`config.mk`:
```
export PLATFORM = sky130hd
export DESIGN_NAME = keynsham_dbus_master
export DESIGN_NICKNAME = d
export VERILOG_FILES = /design/src/rtl/keynsham_dbus_master.sv
export SDC_FILE = /design/constraint.sdc
export NUM_CORES = 1
export LEC_CHECK = 0
export CAP_MARGIN = 10
export CORE_AREA = 2 2 112 114
export CTS_BUF_LIST = sky130_fd_sc_hd__clkbuf_4 sky130_fd_sc_hd__clkbuf_8
export CTS_CLUSTER_DIAMETER = 60
export CTS_CLUSTER_SIZE = 12
export DETAILED_ROUTE_END_ITERATION = 10
export DIE_AREA = 0 0 114 116
export PLACE_DENSITY = 0.82
export SETUP_SLACK_MARGIN = 0.15
export SLEW_MARGIN = 0
export SYNTH_ARGS = -nofsm -noshare
export SYNTH_HDL_FRONTEND = slang
export SYNTH_SLANG_ARGS = --single-unit
```
`constraint.sdc`:
```
create_clock -name clk -period 5.4 [get_ports clk]
set_clock_uncertainty 0.1 [all_clocks]
set_input_delay 1.08 -clock clk [delete_from_list [all_inputs] [get_ports clk]]
set_output_delay 1.08 -clock clk [all_outputs]
set_load 0.01 [all_outputs]
```
`src/rtl/keynsham_dbus_master.sv`:
```
// Data-side bus master: turns one CPU byte/half/word load/store into a single
// word-addressed keynsham bus access with byte lanes, replication and extraction.
module keynsham_dbus_master #(
    parameter int unsigned timeout_cycles = 16
) (
    input  logic        clk,
    input  logic        rst,
    input  logic        req,
    input  logic [31:0] req_addr,
    input  logic [1:0]  req_size,
    input  logic        req_wr,
    input  logic        req_signed,
    input  logic [31:0] req_wdata,
    output logic        busy,
    output logic        done,
    output logic        err,
    output logic [1:0]  err_code,
    output logic [31:0] rdata,
    output logic        d_access,
    output logic [29:0] d_addr,
    output logic [3:0]  d_bytesel,
    output logic [31:0] d_wr_val,
    output logic        d_wr_en,
    input  logic [31:0] d_data,
    input  logic        d_ack
);
    // States: IDLE accept | ISSUE one-cycle strobe | WAIT ack or timeout | DONE result | ERR failure
    typedef enum logic [2:0] {S_IDLE, S_ISSUE, S_WAIT, S_DONE, S_ERR} state_t;

    localparam logic [7:0] CNT_LAST = 8'(timeout_cycles - 1);

    state_t      r_state;
    logic [7:0]  r_cnt;
    logic [1:0]  r_size;
    logic [1:0]  r_off;
    logic        r_signed;
    logic        r_wr;
    logic        r_busy;
    logic        r_done;
    logic        r_err;
    logic [1:0]  r_err_code;
    logic [31:0] r_rdata;
    logic        r_d_access;
    logic [29:0] r_d_addr;
    logic [3:0]  r_d_bytesel;
    logic [31:0] r_d_wr_val;
    logic        r_d_wr_en;

    logic        w_bad_size;
    logic        w_misaligned;
    logic        w_timeout;
    logic [3:0]  w_bytesel;
    logic [31:0] w_wr_val;
    logic [15:0] w_shifted;
    logic [31:0] w_load_val;

    assign w_bad_size   = (req_size == 2'b11);
    assign w_misaligned = (req_size == 2'b01 && req_addr[0]) ||
                          (req_size == 2'b10 && req_addr[1:0] != 2'b00);
    assign w_timeout    = (r_cnt == CNT_LAST);
    assign w_shifted    = 16'(d_data >> {r_off, 3'b000});

    always_comb begin
        w_bytesel = 4'b1111;
        w_wr_val  = req_wdata;
        case (req_size)
            2'b00: begin
                w_bytesel = 4'b0001 << req_addr[1:0];
                w_wr_val  = {4{req_wdata[7:0]}};
            end
            2'b01: begin
                w_bytesel = req_addr[1] ? 4'b1100 : 4'b0011;
                w_wr_val  = {2{req_wdata[15:0]}};
            end
            default: ;
        endcase
    end

    // Word loads are always aligned, so they take d_data unshifted and ignore r_signed.
    always_comb begin
        w_load_val = d_data;
        case (r_size)
            2'b00:   w_load_val = {{24{r_signed & w_shifted[7]}}, w_shifted[7:0]};
            2'b01:   w_load_val = {{16{r_signed & w_shifted[15]}}, w_shifted[15:0]};
            default: ;
        endcase
    end

    always_ff @(posedge clk or posedge rst) begin
        if (rst) begin
            r_state     <= S_IDLE;
            r_cnt       <= '0;
            r_size      <= '0;
            r_off       <= '0;
            r_signed    <= 1'b0;
            r_wr        <= 1'b0;
            r_busy      <= 1'b0;
            r_done      <= 1'b0;
            r_err       <= 1'b0;
            r_err_code  <= '0;
            r_rdata     <= '0;
            r_d_access  <= 1'b0;
            r_d_addr    <= '0;
            r_d_bytesel <= '0;
            r_d_wr_val  <= '0;
            r_d_wr_en   <= 1'b0;
        end else begin
            r_done     <= 1'b0;
            r_err      <= 1'b0;
            r_err_code <= 2'b00;
            r_rdata    <= '0;
            case (r_state)
                S_IDLE: begin
                    if (req) begin
                        if (w_bad_size || w_misaligned) begin
                            r_done     <= 1'b1;
                            r_err      <= 1'b1;
                            r_err_code <= w_bad_size ? 2'b11 : 2'b01;
                            r_state    <= S_ERR;
                        end else begin
                            r_d_addr    <= req_addr[31:2];
                            r_d_bytesel <= w_bytesel;
                            r_d_wr_val  <= w_wr_val;
                            r_d_wr_en   <= req_wr;
                            r_d_access  <= 1'b1;
                            r_wr        <= req_wr;
                            r_signed    <= req_signed;
                            r_size      <= req_size;
                            r_off       <= req_addr[1:0];
                            r_busy      <= 1'b1;
                            r_state     <= S_ISSUE;
                        end
                    end
                end
                S_ISSUE, S_WAIT: begin
                    r_d_access <= 1'b0;
                    r_d_wr_en  <= 1'b0;
                    if (d_ack) begin
                        r_rdata <= r_wr ? '0 : w_load_val;
                        r_done  <= 1'b1;
                        r_busy  <= 1'b0;
                        r_state <= S_DONE;
                    end else if (r_state == S_ISSUE) begin
                        r_cnt   <= '0;
                        r_state <= S_WAIT;
                    end else if (w_timeout) begin
                        r_done     <= 1'b1;
                        r_err      <= 1'b1;
                        r_err_code <= 2'b10;
                        r_busy     <= 1'b0;
                        r_state    <= S_ERR;
                    end else begin
                        r_cnt <= r_cnt + 8'd1;
                    end
                end
                default: r_state <= S_IDLE;
            endcase
        end
    end

    assign busy      = r_busy;
    assign done      = r_done;
    assign err       = r_err;
    assign err_code  = r_err_code;
    assign rdata     = r_rdata;
    assign d_access  = r_d_access;
    assign d_addr    = r_d_addr;
    assign d_bytesel = r_d_bytesel;
    assign d_wr_val  = r_d_wr_val;
    assign d_wr_en   = r_d_wr_en;
endmodule
```
# ---- Word-level counts from Yosys, hierarchy flattened
# Cells that the tools add are included.
# Widths: inputs -> output; s select.
dict set report op_classes {
  addsub 1
  multipliers 0
  div 0
  order_cmp 0
  eq_ne 13
  shifts 2
  n_mux 40
  n_bitwise 4
  reduce_logical 15
}
# operator n
set ops {}
lappend ops {{$pmux 32 s2} 2}
lappend ops {{$mux 32} 3}
lappend ops {{$shr 32x5->16} 1}
lappend ops {{$mux 8} 2}
lappend ops {{$mux 3} 5}
lappend ops {{$mux 1} 13}
lappend ops {{$mux 2} 6}
lappend ops {{$pmux 1 s2} 5}
lappend ops {{$reduce_and 3->1} 3}
lappend ops {{$add 8x1->8 const B} 1}
lappend ops {{$eq 8x4->1 const B} 1}
lappend ops {{$pmux 4 s2} 1}
lappend ops {{$ne 3x3->1 const B} 2}
lappend ops {{$pmux 3 s2} 1}
lappend ops {{$reduce_and 5->1} 1}
lappend ops {{$eq 2x1->1 const B} 2}
lappend ops {{$eq 2x2->1 const B} 2}
lappend ops {{$logic_not 2->1} 2}
lappend ops {{$mux 4} 1}
lappend ops {{$ne 2x2->1 const B} 2}
lappend ops {{$ne 4x4->1 const B} 1}
lappend ops {{$pmux 2 s2} 1}
lappend ops {{$reduce_bool 2->1} 2}
lappend ops {{$shl 1x2->4 const A} 1}
lappend ops {{other kinds (10)} 14}
dict set report totals {
  reg_bits 122
  latchBits 0
  ram_bits 0
  romBits 0
  out_inout_bits 105
  wordCells 91
  memories 0
}

# ---- Depth between registers and ports, before layout
dict set report logic_depth {
  ltp_word 7
  mapped_depth 7
  depth_no_buf 5
}

# ---- Worst setup path before layout
# No wires, ideal clock.
dict set report synth_path {
  kind {input -> register}
  from {input port req_size[0]}
  to {register r_d_wr_val[0] (netlist: d_wr_val[0])}
  arrival_time_ns 2.382
  setup_slack_ns 2.794
  path_stages 5
  path_buffers 2
  path_cell_list {clkbuf_1 a21oi_1 o21bai_1 clkbuf_1 mux2_2}
}
dict set report synth_via {
  elab_chain_len 6
  elab_cells_between_ends 9
  classes_between {3 x eq/ne; 1 x bitwise; 5 x reduce/logical}
}
# item line
set synth_rtl {}
lappend synth_rtl {{start, declared} 10} ;# input logic [1:0] req_size,
lappend synth_rtl {{$eq 2x1->1 or $eq 2x2->1 (tied branches)} {58, 59}}
lappend synth_rtl {{$logic_and 1x1->1, on equally long branches} {58, 59}}
lappend synth_rtl {{$logic_or 1x1->1} 58} ;# assign w_misaligned = (req_size == 2'b01 && req_addr[0]) ||
lappend synth_rtl {{$logic_or 1x1->1 (*)} 115} ;# if (w_bad_size || w_misaligned) begin
lappend synth_rtl {{$not 1->1 (no line) (*)} -}
lappend synth_rtl {{$reduce_and 3->1 (no line) (*)} -}
lappend synth_rtl {{end signal, assigned} 123} ;# r_d_wr_val <= w_wr_val;
lappend synth_rtl {{end, declared} 46} ;# logic [31:0] r_d_wr_val;
# Every way passes the cells marked *; elsewhere a longest branch is shown, timed or not.
# A chain may end at the register's enable or synchronous reset.

# ---- Worst setup path in the final report
dict set report layout_path {
  from {input port d_ack}
  to {register r_rdata[26] (netlist: rdata[26])}
}
dict set report layout_via {
  elab_chain_len 2
}
# item line
set layout_rtl {}
lappend layout_rtl {{start, declared} 25} ;# input logic d_ack
lappend layout_rtl {{$mux 32} 138} ;# if (d_ack) begin
lappend layout_rtl {{$mux 32} 112} ;# case (r_state)
lappend layout_rtl {{end signal, assigned} 139} ;# r_rdata <= r_wr ? '0 : w_load_val;
lappend layout_rtl {{end, declared} 42} ;# logic [31:0] r_rdata;
# Every way passes these cells.

==> metrics list <==
- Row Count: 40
- Flop and latch count out of synthesis: 122
- Share of the core filled with cells: 0.6722
- After layout, the worst setup slack is 2.259 ns.
- Core area: 11,910 µm²
- Unrepaired setup endpoints after global routing: false
* IO Count: around 210
- Cell taking the most area after synthesis: sky130_fd_sc_hd__dfrtp_1
* Final setup vio count: 0
- In this run the most critical hold path is launched from d_wr_val[13].
- Slew Limit Fails: 0
- Crit path launch: d_ack
* Critical path fanouts, max: 18
- Post-route total power: 4.000 mW
- The H-tree was split into 4 levels.
- The congestion estimate from routability-driven global placement came to a little under 0.9.
- Fraction of the yosys area taken by sequential cells: 0.5608
- The area growth from synthesis to layout is 47.07%.
- Max rail drop VDD: a little over 0.3 mV
- Global routing finished with a remaining overflow of 0.
- In the routed layout, each cell is associated on average with a via count of between 5 and 6.
- The number of nets handed over by synthesis was 584.
- The routed design could run at a clock period as short as approximately 3.1 ns.
* Detailed router's first-iteration violation count: around 290
- Total wirelength of the detailed-routed design: around 15,000 µm
- STA puts the critical path data required time at 5.65 ns.
- The via count of the first global-routing pass was approximately 4,700.
- Critical-path top delay cell: sky130_fd_sc_hd__nor2_1
- Worst Path Arrival: 3.40 ns
- The root buffer cell chosen for the clock tree is sky130_fd_sc_hd__clkbuf_8.
- Class of the tightest hold or removal check: reg2reg
* Clock latency on the worst-skew pair: between 0.4 and 0.5 ns
- After synthesis, the mean cell area works out to about 11 µm².
- The signal on the critical path passes through clkdlybuf4s50_1 > nand2b_1 > or3_1 > nor2_1 > a21o_1.
* Vias after detailed routing: 4,507
* Fraction of the cycle the final worst path needs: 0.5817
- Clock slew seen by the registers of the worst setup and hold paths: roughly 0.070 ns
* Clock tree from TritonCTS: yes
* Buffer levels on the longest clock path: 2
- Critical Path End Type: flip-flop
- Fmax: roughly 320 MHz
- Synthesized instance count: about 480
- Post-CTS setup repair buffer count: 0
- Max stage delay on crit path: 0.84 ns
- Synthesis warning total: 0
* Largest cells by area after synthesis: sky130_fd_sc_hd__dfrtp_1 (56%), sky130_fd_sc_hd__mux2_2 (8.7%), sky130_fd_sc_hd__mux2i_1 (6.3%)
* Die height: around 120 µm
- The initial antenna violation count is 0.
- Power spread over the standard cell area amounts to roughly 500 nW/µm².
- Crit path launch type: input pin
- In this run the static leakage power is 3.584 nW.
- Antenna diode count: 0
* Global-route wire length before repair: ~24,000 µm
* Top cell types by occurrence after synthesis: sky130_fd_sc_hd__dfrtp_1 (122), sky130_fd_sc_hd__nand2_1 (57), sky130_fd_sc_hd__mux2_2 (42), sky130_fd_sc_hd__mux2i_1 (34), sky130_fd_sc_hd__o21ai_0 (34)
- In this run, post-CTS repair resized a total of 0 instances.
* Max Cap Violations: 0
- Setup TNS: 0 ns
- In the routed design, unresolved DRC markers number 0.
- Net total in the final layout: 782
- The share of synthesized area in the top cell type comes to 0.5608.
- Number of detailed-route iterations in the first pass: 4
* Mapped Area: ~5400 µm²
- Among all flip-flop cells after synthesis, the most frequent one is sky130_fd_sc_hd__dfrtp_1.
- Pin count of the biggest net entering global routing: 83
* Dpl cell area: 7622 µm²
- Overall track demand over capacity in global routing: 0.2333
* Cell area after layout: between 8000 and 9000 µm²
- For the pin with the worst max-slew slack, the measured transition is around 0.97 ns.
- Tightest slew margin relative to the limit: 0.3532
- For this configuration, the core starts out at a cell density of 0.4570.
* Wire length per cell after detailed routing: approximately 18 µm
* Placement-stage worst setup slack: around 1.8 ns
* Sinks on Clock Net: 122
* Fraction of synthesis flops using an asynchronous set or reset pin: 1.000
* Post-CTS Hold Fix Bufs: 0
- Critical register-to-register path startpoint: r_state[1]
* HPWL after detailed placement: roughly 11,000 µm
- The number of endpoints with negative hold slack in the final report was 0.
- Counting flops with a built-in enable in the synthesized netlist gives 0.
* Result of the run: finished, final reports clean
* Classification of the worst setup path: in2reg
- In this run, CTS created clock tree buffers numbering 17.
* Layout cell share with drive strength beyond 1: 0.1281
- Input/output buffers: 208
* Cell variety after synth: 46
- Die W: 114 µm
- The die covers about 13,000 µm².
* Detail Route Antenna Nets: 0
- sky130_fd_sc_hd__dfrtp_1 is the most common cell in the netlist.
## layout by cell type (no fill, tap or decap), types with 3 or more instances in the layout
cell,netlist,routed
sky130_fd_sc_hd__or2_2,4,4
sky130_fd_sc_hd__clkbuf_8,0,20
sky130_fd_sc_hd__clkdlybuf4s50_1,0,208
sky130_fd_sc_hd__o2bb2ai_1,7,7
sky130_fd_sc_hd__mux2_2,42,42
sky130_fd_sc_hd__xnor2_1,6,6
sky130_fd_sc_hd__inv_1,4,3
sky130_fd_sc_hd__dfrtp_1,122,122
sky130_fd_sc_hd__o221ai_1,7,7
sky130_fd_sc_hd__o21ai_0,34,34
sky130_fd_sc_hd__nor3_1,3,3
sky130_fd_sc_hd__nand3_1,4,4
sky130_fd_sc_hd__nand2b_1,4,4
sky130_fd_sc_hd__a21oi_1,31,31
sky130_fd_sc_hd__a21o_1,24,24
sky130_fd_sc_hd__nand2_1,57,57
sky130_fd_sc_hd__mux2i_1,34,34
sky130_fd_sc_hd__buf_4,0,4
sky130_fd_sc_hd__nor2_1,24,24
sky130_fd_sc_hd__o22ai_1,3,3
## layer usage
layer	up-vias	track usage	share of wire	routed length [µm]
li1	2088	-	-	-
met1	2174	0.2666	0.38	5712
met2	221	0.4012	0.50	7456
met3	24	0.09885	0.11	1597
met4	0	0.07073	0.015	232
met5	-	0	0	0
## layout make-up
type                    count  area (µm²)
clock buffers              22       290.3
clock inverters             7       93.84
fillers                   899        3905
inverters                   5       21.27
multi-input cells         318        2232
flip-flops and latches    122        3053
well taps                 147       183.9
repair buffers            213        2132
## logic make-up (layout without fill, tap and decap cells)
logic type                 Yosys count  in the layout  synth area share
AOI/OAI and AO/OA                  118            118            0.1411
xor gates and xnor gates             6              6          0.009653
adders and majority gates            1              1          0.002298
buffers and inverters               39            247           0.03125
DFF                                122            122            0.5608
muxes                               79             79            0.1577
and+or+nand+nor                    114            114           0.09722
## power by group
group	switching (mW)	total, mW	internal (mW)
logic	0.738	1.70	0.958
clock network	0.343	0.792	0.448
registers	0.244	1.51	1.27
## worst paths after layout
kind / endpoint / slack (ns) / cells past startpoint
max: rdata[26] / 2.26 / 5
max in group asynchronous: d_wr_val[27] / 3.29 / 3
min: d_wr_val[13] / 0.38 / 2
max reg2reg: rdata[26] / 2.82 / 4
min reg2reg: d_wr_val[13] / 0.38 / 2
min in group asynchronous: rdata[7] / 0.91 / 2
## per-stage QoR
step                hold WS [ns]  cells
finish                    0.3784    834
global route              0.4152    834
CTS                       0.3855    834
detailed placement        0.3713    805
global placement          0.3612    805
floorplan                 0.3434    479
## critical path: cells and delay by family
kind / cells / cell delay (ns)
simple gates: 3 / 1.53
buf+inv: 1 / 0.54
compound gates: 1 / 0.24
## registers in the layout, summed over array words and instances, names as in the netlist, 2 cells and up
register   cells
d_addr        30
r_cnt          8
err_code       2
r_off          2
r_state        3
rdata         32
d_wr_val      32
d_bytesel      4
r_size         2
Note: power is estimated with default switching activity, not from simulation.
